## src/rtl/cic_pkg.sv

```systemverilog
// CIC decimator rate controller: shared types, constants and rate table.
// Imported by the interface, the strobe generator and the controller top.
package cic_pkg;

   localparam int CLK_DIV_DEF = 3;
   localparam int RATE_W      = 5;

   typedef enum logic [2:0] {
      ST_IDLE,
      ST_SETTLE,
      ST_RUN,
      ST_DRAIN,
      ST_FLUSH
   } state_t;

   typedef struct packed {
      logic [2:0] log2_d;
      logic [2:0] q;
      logic [2:0] n;
      logic [5:0] settle;
   } rate_cfg_t;

   function automatic logic rate_legal(input logic [RATE_W-1:0] r);
      return r inside {5'd1, 5'd2, 5'd4, 5'd8, 5'd16};
   endfunction

   // settle is the comb refill time Q*N in decimated samples
   function automatic rate_cfg_t rate_lookup(input logic [RATE_W-1:0] r);
      rate_cfg_t c;
      c = '{log2_d: 3'd0, q: 3'd1, n: 3'd1, settle: 6'd1};
      unique case (r)
         5'd2:    c = '{log2_d: 3'd2, q: 3'd4, n: 3'd2, settle: 6'd8};
         5'd4:    c = '{log2_d: 3'd4, q: 3'd3, n: 3'd4, settle: 6'd12};
         5'd8:    c = '{log2_d: 3'd5, q: 3'd5, n: 3'd5, settle: 6'd25};
         5'd16:   c = '{log2_d: 3'd7, q: 3'd5, n: 3'd7, settle: 6'd35};
         default: c = '{log2_d: 3'd0, q: 3'd1, n: 3'd1, settle: 6'd1};
      endcase
      return c;
   endfunction

endpackage

```

## src/rtl/cic_rate_ctrl_if.sv

```systemverilog
// Rate-change request handshake between a host and the CIC controller.
// A request is taken on a cycle where cfg_valid and cfg_ready are both high.
interface cic_rate_ctrl_if;
   import cic_pkg::*;

   logic              cfg_valid;
   logic [RATE_W-1:0] cfg_rate;
   logic              cfg_ready;
   logic              cfg_err;

   modport master (
      output cfg_valid,
      output cfg_rate,
      input  cfg_ready,
      input  cfg_err
   );

   modport slave (
      input  cfg_valid,
      input  cfg_rate,
      output cfg_ready,
      output cfg_err
   );

endinterface

```

## src/rtl/cic_strobe_gen.sv

```systemverilog
// Input-sample and decimated-sample strobe generator for the CIC filter.
// Strobes are registered; dec_nxt exposes the value dec_en takes next cycle.
module cic_strobe_gen
   import cic_pkg::*;
#(
   parameter int CLK_DIV = CLK_DIV_DEF
) (
   input  logic              clk,
   input  logic              rst,
   input  logic              run,
   input  logic              clr,
   input  logic [RATE_W-1:0] rate,
   output logic              in_en,
   output logic              dec_en,
   output logic              dec_nxt
);

   localparam logic [1:0] PH_LAST = 2'(CLK_DIV - 1);

   logic [1:0] phase;
   logic [1:0] phase_n;
   logic [3:0] sample_cnt;
   logic [3:0] r_last;
   logic       ph_last;
   logic       in_nxt;

   assign r_last  = 4'(rate - 5'd1);
   assign ph_last = (phase == PH_LAST);
   assign phase_n = ph_last ? 2'd0 : phase + 2'd1;

   // Look one cycle ahead so the registered strobes land on the last phase
   assign in_nxt  = run && !clr && (phase_n == PH_LAST);
   assign dec_nxt = in_nxt && (sample_cnt == r_last);

   always_ff @(posedge clk) begin
      if (rst || clr) begin
         phase      <= 2'd0;
         sample_cnt <= 4'd0;
         in_en      <= 1'b0;
         dec_en     <= 1'b0;
      end else begin
         in_en  <= in_nxt;
         dec_en <= dec_nxt;
         if (run) begin
            phase <= phase_n;
            if (ph_last)
               sample_cnt <= (sample_cnt == r_last) ? 4'd0 : sample_cnt + 4'd1;
         end
      end
   end

endmodule

```

## src/rtl/cic_rate_ctrl.sv

```systemverilog
// CIC decimator sequencer: owns rate R, derives datapath constants and
// sequences rate changes through drain, clear and comb refill.
module cic_rate_ctrl
   import cic_pkg::*;
#(
   parameter int CLK_DIV = CLK_DIV_DEF
) (
   input  logic              clk,
   input  logic              rst,
   input  logic              enable,
   cic_rate_ctrl_if.slave    cfg,
   output logic [RATE_W-1:0] rate,
   output logic [2:0]        log2_d,
   output logic [2:0]        q,
   output logic [2:0]        n,
   output logic              in_en,
   output logic              dec_en,
   output logic              out_valid,
   output logic              cic_clr,
   output logic              busy
);

   state_t            state;
   state_t            state_n;
   rate_cfg_t         cur;
   logic [RATE_W-1:0] pend;
   logic [5:0]        settle_cnt;
   logic [1:0]        fl_cnt;
   logic              acc;
   logic              acc_ok;
   logic              acc_bad;
   logic              settle_hit;
   logic              fl_last;
   logic              apply_now;
   logic              apply_pend;
   logic              run;
   logic              clr;
   logic              dec_nxt;

   assign cfg.cfg_ready = (state == ST_IDLE) || (state == ST_SETTLE) ||
                          (state == ST_RUN);

   assign acc        = cfg.cfg_valid && cfg.cfg_ready;
   assign acc_ok     = acc && rate_legal(cfg.cfg_rate);
   assign acc_bad    = acc && !rate_legal(cfg.cfg_rate);
   assign settle_hit = ((settle_cnt + 6'd1) == cur.settle);
   assign fl_last    = (fl_cnt == 2'(CLK_DIV - 1));

   // Requests seen with the run request dropping take effect as in IDLE
   assign apply_now  = acc_ok && ((state == ST_IDLE) || !enable);
   assign apply_pend = (state == ST_DRAIN) && (state_n != ST_DRAIN);

   assign run = (state == ST_SETTLE) || (state == ST_RUN) ||
                (state == ST_DRAIN);
   assign clr = (state_n == ST_IDLE) || (state_n == ST_FLUSH);

   assign log2_d = cur.log2_d;
   assign q      = cur.q;
   assign n      = cur.n;

   always_comb begin
      state_n = state;
      if (!enable) begin
         state_n = ST_IDLE;
      end else begin
         unique case (state)
            ST_IDLE:
               if (!acc) state_n = ST_SETTLE;
            ST_SETTLE:
               if (acc_ok) state_n = ST_DRAIN;
               else if (dec_en && settle_hit) state_n = ST_RUN;
            ST_RUN:
               if (acc_ok) state_n = ST_DRAIN;
            ST_DRAIN:
               if (dec_en) state_n = ST_FLUSH;
            ST_FLUSH:
               if (fl_last) state_n = ST_SETTLE;
            default:
               state_n = ST_IDLE;
         endcase
      end
   end

   always_ff @(posedge clk) begin
      if (rst) begin
         state       <= ST_IDLE;
         rate        <= 5'd1;
         cur         <= rate_lookup(5'd1);
         pend        <= 5'd1;
         settle_cnt  <= 6'd0;
         fl_cnt      <= 2'd0;
         out_valid   <= 1'b0;
         cic_clr     <= 1'b0;
         busy        <= 1'b0;
         cfg.cfg_err <= 1'b0;
      end else begin
         state       <= state_n;
         cfg.cfg_err <= acc_bad;
         out_valid   <= (state_n == ST_RUN) && dec_nxt;
         cic_clr     <= (state_n == ST_FLUSH);
         busy        <= (state_n == ST_DRAIN) || (state_n == ST_FLUSH);

         if ((state == ST_FLUSH) && (state_n == ST_FLUSH))
            fl_cnt <= fl_cnt + 2'd1;
         else
            fl_cnt <= 2'd0;

         if ((state != ST_SETTLE) || (state_n != ST_SETTLE))
            settle_cnt <= 6'd0;
         else if (dec_en)
            settle_cnt <= settle_cnt + 6'd1;

         if (acc_ok)
            pend <= cfg.cfg_rate;

         if (apply_now) begin
            rate <= cfg.cfg_rate;
            cur  <= rate_lookup(cfg.cfg_rate);
         end else if (apply_pend) begin
            rate <= pend;
            cur  <= rate_lookup(pend);
         end
      end
   end

   cic_strobe_gen #(
      .CLK_DIV (CLK_DIV)
   ) u_strobe (
      .clk     (clk),
      .rst     (rst),
      .run     (run),
      .clr     (clr),
      .rate    (rate),
      .in_en   (in_en),
      .dec_en  (dec_en),
      .dec_nxt (dec_nxt)
   );

endmodule

```

## src/flat_wrapper.sv

```systemverilog
// flat-port wrapper written by rule: the top's interface ports become plain ports
module cic_rate_ctrl_flat import cic_pkg::*;
#(
   parameter int CLK_DIV = CLK_DIV_DEF
)
  (clk, rst, enable, rate, log2_d, q, n, in_en, dec_en, out_valid, cic_clr, busy, cfg_cfg_valid, cfg_cfg_rate, cfg_cfg_ready, cfg_cfg_err);
  cic_rate_ctrl_if cfg_i ();
  input  logic clk;
  input  logic rst;
  input  logic enable;
  output logic [RATE_W-1:0] rate;
  output logic [2:0] log2_d;
  output logic [2:0] q;
  output logic [2:0] n;
  output logic in_en;
  output logic dec_en;
  output logic out_valid;
  output logic cic_clr;
  output logic busy;
  input wire logic [$bits(cfg_i.cfg_valid)-1:0] cfg_cfg_valid;
  input wire logic [$bits(cfg_i.cfg_rate)-1:0] cfg_cfg_rate;
  output wire logic [$bits(cfg_i.cfg_ready)-1:0] cfg_cfg_ready;
  output wire logic [$bits(cfg_i.cfg_err)-1:0] cfg_cfg_err;
  assign cfg_i.cfg_valid = cfg_cfg_valid;
  assign cfg_i.cfg_rate = cfg_cfg_rate;
  assign cfg_cfg_ready = cfg_i.cfg_ready;
  assign cfg_cfg_err = cfg_i.cfg_err;
  cic_rate_ctrl #(.CLK_DIV(CLK_DIV)) u_core (.clk(clk), .rst(rst), .enable(enable), .cfg(cfg_i), .rate(rate), .log2_d(log2_d), .q(q), .n(n), .in_en(in_en), .dec_en(dec_en), .out_valid(out_valid), .cic_clr(cic_clr), .busy(busy));
endmodule
```

## config.mk

```make
export PLATFORM = sky130hd
export DESIGN_NAME = cic_rate_ctrl_flat
export DESIGN_NICKNAME = d
export VERILOG_FILES = /design/src/rtl/cic_pkg.sv /design/src/rtl/cic_rate_ctrl_if.sv /design/src/rtl/cic_strobe_gen.sv /design/src/rtl/cic_rate_ctrl.sv /design/src/flat_wrapper.sv
export SDC_FILE = /design/constraint.sdc
export NUM_CORES = 1
export LEC_CHECK = 0
export BUFFER_PORTS_ARGS = -buffer_cell sky130_fd_sc_hd__buf_2
export CAP_MARGIN = 20
export CORE_MARGIN = 3
export CORE_UTILIZATION = 55
export DETAILED_ROUTE_END_ITERATION = 8
export PLACE_DENSITY = 0.8
export SLEW_MARGIN = 5
export SYNTH_ARGS = -nofsm -noshare
export SYNTH_HDL_FRONTEND = slang
export SYNTH_SLANG_ARGS = --single-unit
```

## constraint.sdc

```tcl
create_clock -name clk -period 3.1 [get_ports clk]
set_input_delay 0.155 -clock clk [delete_from_list [all_inputs] [get_ports clk]]
set_output_delay 0.155 -clock clk [all_outputs]
set_load 0.05 [all_outputs]
```

==> flow_summary.ini <==
[floorplanning]
dieArea_um2 = 5380
die_h_um = 73.3
coreArea_um2 = 4170
rows = 23
ios = 30
start_util_pct = 59.7
die_w_um = 73.3

[timing]
drv_slew = 0
setup_viol = 0
skew_ns = 0.00970
rsz0062_at_grt = no
worstMarginPinSlew_ns = 0.779
holdWs_ns = 0.201
finalCriticalPeriod_ns = 2.51
finalCritPeriodShare_pct = 81.1
maxSlewHeadroom_pct = 47.6
fmax_ghz = 0.398
fin_setup_tns_ns = 0
worst_slack_ns = 0.585
hold_viol = 0

[worst_setup_path]
cp-start-kind = flop
max_stage_delay_ns = 0.43
critPathMaxFanout = 9
r2r-end = u_core.q[0]
ff2ff_path_depth = 8
worstPathRequired_ns = 3.29
arrival_ns = 2.70
r2r_setup_slack_ns = 0.59
path_cells = ha_1 > xnor2_1 > nand3_1 > a211o_1 > o21bai_4 > a211o_1 > nand2_4 > a311o_1
cp_slowest_cell = dfxtp_1
path_class = reg -> reg
crit_cells = 8
cp_num_buf_inv = 0
cpLargestDelayFamily = compound AO/OA/AOI/OAI gates
crit_path_end_kind = flop
cpMostUsedCell = a211o_1
worstReg2RegStart = u_core.settle_cnt[0]

[placed_design]
place_hpwl_mm = 3.92
io_buffers = 29
dpl_cell_area_um2 = 2550
gp_congestion = 0.828
dp.cells = 348
preCtsSetupSlack_ns = 0.582

[synth]
synth_compound_area_share_pct = 19.7
yosysWarnings = 0
avgSynthCellArea_um2 = 8.39
synth.area.mux_share_pct = 3.21
synthAdderAreaFrac_pct = 2.01
syn-cell-area_um2 = 2490
ys_ff_latch = 43
syn-num-nets = 310
synth-simple-area-share_pct = 24.9
syn_inst = 297
synth_top_family_by_area = simple AND/OR/NAND/NOR gates
ys_seq_area_share_pct = 34.5
synth_cell_type_count = 56
synth_xor_area_share_pct = 8.43

[cells_and_area]
final_common_cell = dfxtp_1
final_cell_mix = 43 x dfxtp_1, 34 x nor2_1, 29 x buf_2
final_cell_area_um2 = 2640
diodes = 0
layoutNonFillerInstCount = 356
syn_to_final_growth_pct = 5.82
fin_nets = 318
fin_util_pct = 63.2
drive_gt1_share_pct = 18.0

[run]
cap_violations = 0

[clock_tree]
insertion_delay_ns = 0.29
cts_tree = built
cts_buffers = 5
cts.repair.resized = 0
ctsHtreeMaxLevel = 2
post_cts_buffers = 0
clk_path_buf_depth = 2
path_clk_slew_ns = 0.08
cts-root-buf = clkbuf_8
hold_buffers = 0
numClockSinks = 43

[detailed_routing]
wl_per_cell_um = 14.7
vias = 2081
wirelength_mm = 5.23
dr.pass1.iters = 4
drc = 0
ant_nets = 0
dr.first_iter.drc_count = 133
viasPerCell = 5.85

[worst_hold_path]
whs_path_depth = 2
hold_class = in -> reg
hold_end = u_core.pend[0]
hp-start = cfg_cfg_rate[0]

[status]
outcome = completed

[pwr]
peakVddDrop_uv = 192
report.power.total_mw = 1.07
power_density_nw_per_um2 = 406
p_leak_nw = 0.945

[global_route]
grt_pass1_vias = 1875
grt_max_degree = 28
grt-ovfl-total = 0
antenna_found_initial = 0
grtUsageTotal_pct = 21.0
grt_pass1_wl_mm = 8.83
## flip-flops by register name, indices dropped and copies added (netlist names), 3 cells and up
register / cells
u_core.pend: 5
u_core.log2_d: 3
u_core.u_strobe.sample_cnt: 4
u_core.settle_cnt: 6
u_core.state: 3
u_core.rate: 5
u_core.cur: 4
u_core.q: 3
## cell type report
cell class / instances / area (um^2)
Clock inverter: 2 / 12.5
Sequential cell: 43 / 861
Clock buffer: 6 / 72.6
Timing Repair Buffer: 31 / 160
Fill cell: 348 / 1540
Tap cell: 50 / 62.6
Multi-Input combinational cell: 220 / 1450
Inverter: 4 / 15.0
## worst max-delay path by stage
stage	start	to	slack (ns)
5_1_grt	u_core.settle_cnt[0]	u_core.cur[3]	0.44
2_1_floorplan	u_core.u_strobe.dec_en	u_core.q[0]	0.73
3_5_place_dp	u_core.settle_cnt[0]	u_core.q[0]	0.58
3_3_place_gp	u_core.settle_cnt[2]	u_core.q[0]	0.69
4_1_cts	u_core.settle_cnt[0]	u_core.q[0]	0.59
6_report	u_core.settle_cnt[0]	u_core.q[0]	0.59
## logic make-up (layout without fill, tap and decap cells)
logic type | after synthesis | count (layout)
fa+ha+maj | 4 | 4
simple gates | 117 | 117
xor+xnor | 24 | 24
compound gates | 67 | 67
buf+inv | 34 | 43
mux | 8 | 8
flops | 43 | 43
## power breakdown
| group | internal [mW] | total, mW | switching [mW] |
|---|---|---|---|
| Sequential | 0.564 | 0.579 | 0.0144 |
| Clock | 0.158 | 0.345 | 0.188 |
| Combinational | 0.0508 | 0.146 | 0.0956 |
| Total | 0.773 | 1.07 | 0.298 |
## Yosys cell counts (all sizes together)
cell | n | area share [%]
a211oi | 12 | 4.1
nor3b | 3 | 0.90
o311ai | 1 | 0.35
a311o | 1 | 0.40
ha | 4 | 2.0
a311oi | 2 | 0.70
or4b | 2 | 0.80
a31oi | 4 | 1.3
o31ai | 1 | 0.30
nor4bb | 1 | 0.40
a2111oi | 1 | 0.60
nor4b | 3 | 1.1
o21bai | 1 | 0.75
inv | 4 | 0.60
and3b | 2 | 0.70
o2bb2ai | 1 | 0.35
o21ai | 16 | 3.4
nor2 | 35 | 5.4
nand2 | 15 | 2.7
and2 | 3 | 0.75
a21oi | 16 | 3.4
o31a | 1 | 0.35
xor2 | 10 | 3.5
nand4 | 1 | 0.25
clkbuf | 12 | 1.8
nand2b | 8 | 2.0
and3 | 1 | 0.25
or4 | 1 | 0.30
or2 | 1 | 0.25
o211ai | 1 | 0.50
a21o | 2 | 0.60
or3 | 6 | 1.5
a211o | 3 | 1.1
mux2i | 8 | 3.2
nor2b | 5 | 1.3
nand3 | 9 | 1.8
xnor2 | 14 | 4.9
dfxtp | 43 | 35
nor3 | 16 | 3.2
nor4 | 1 | 0.25
o21ba | 1 | 0.40
a31o | 1 | 0.35
buf | 18 | 4.7
o221a | 2 | 0.90
nand3b | 4 | 1.2
## routing by layer
layer / vias up / share of wire (%) / global-route usage (%)
li1: 1062 / - / -
met1: 971 / 47 / 28.9
met2: 43 / 47 / 32.8
met3: 5 / 4.9 / 4.79
met4: 0 / 1.1 / 6.44
met5: - / 0 / 0
Power figures use the tool's default switching activity.
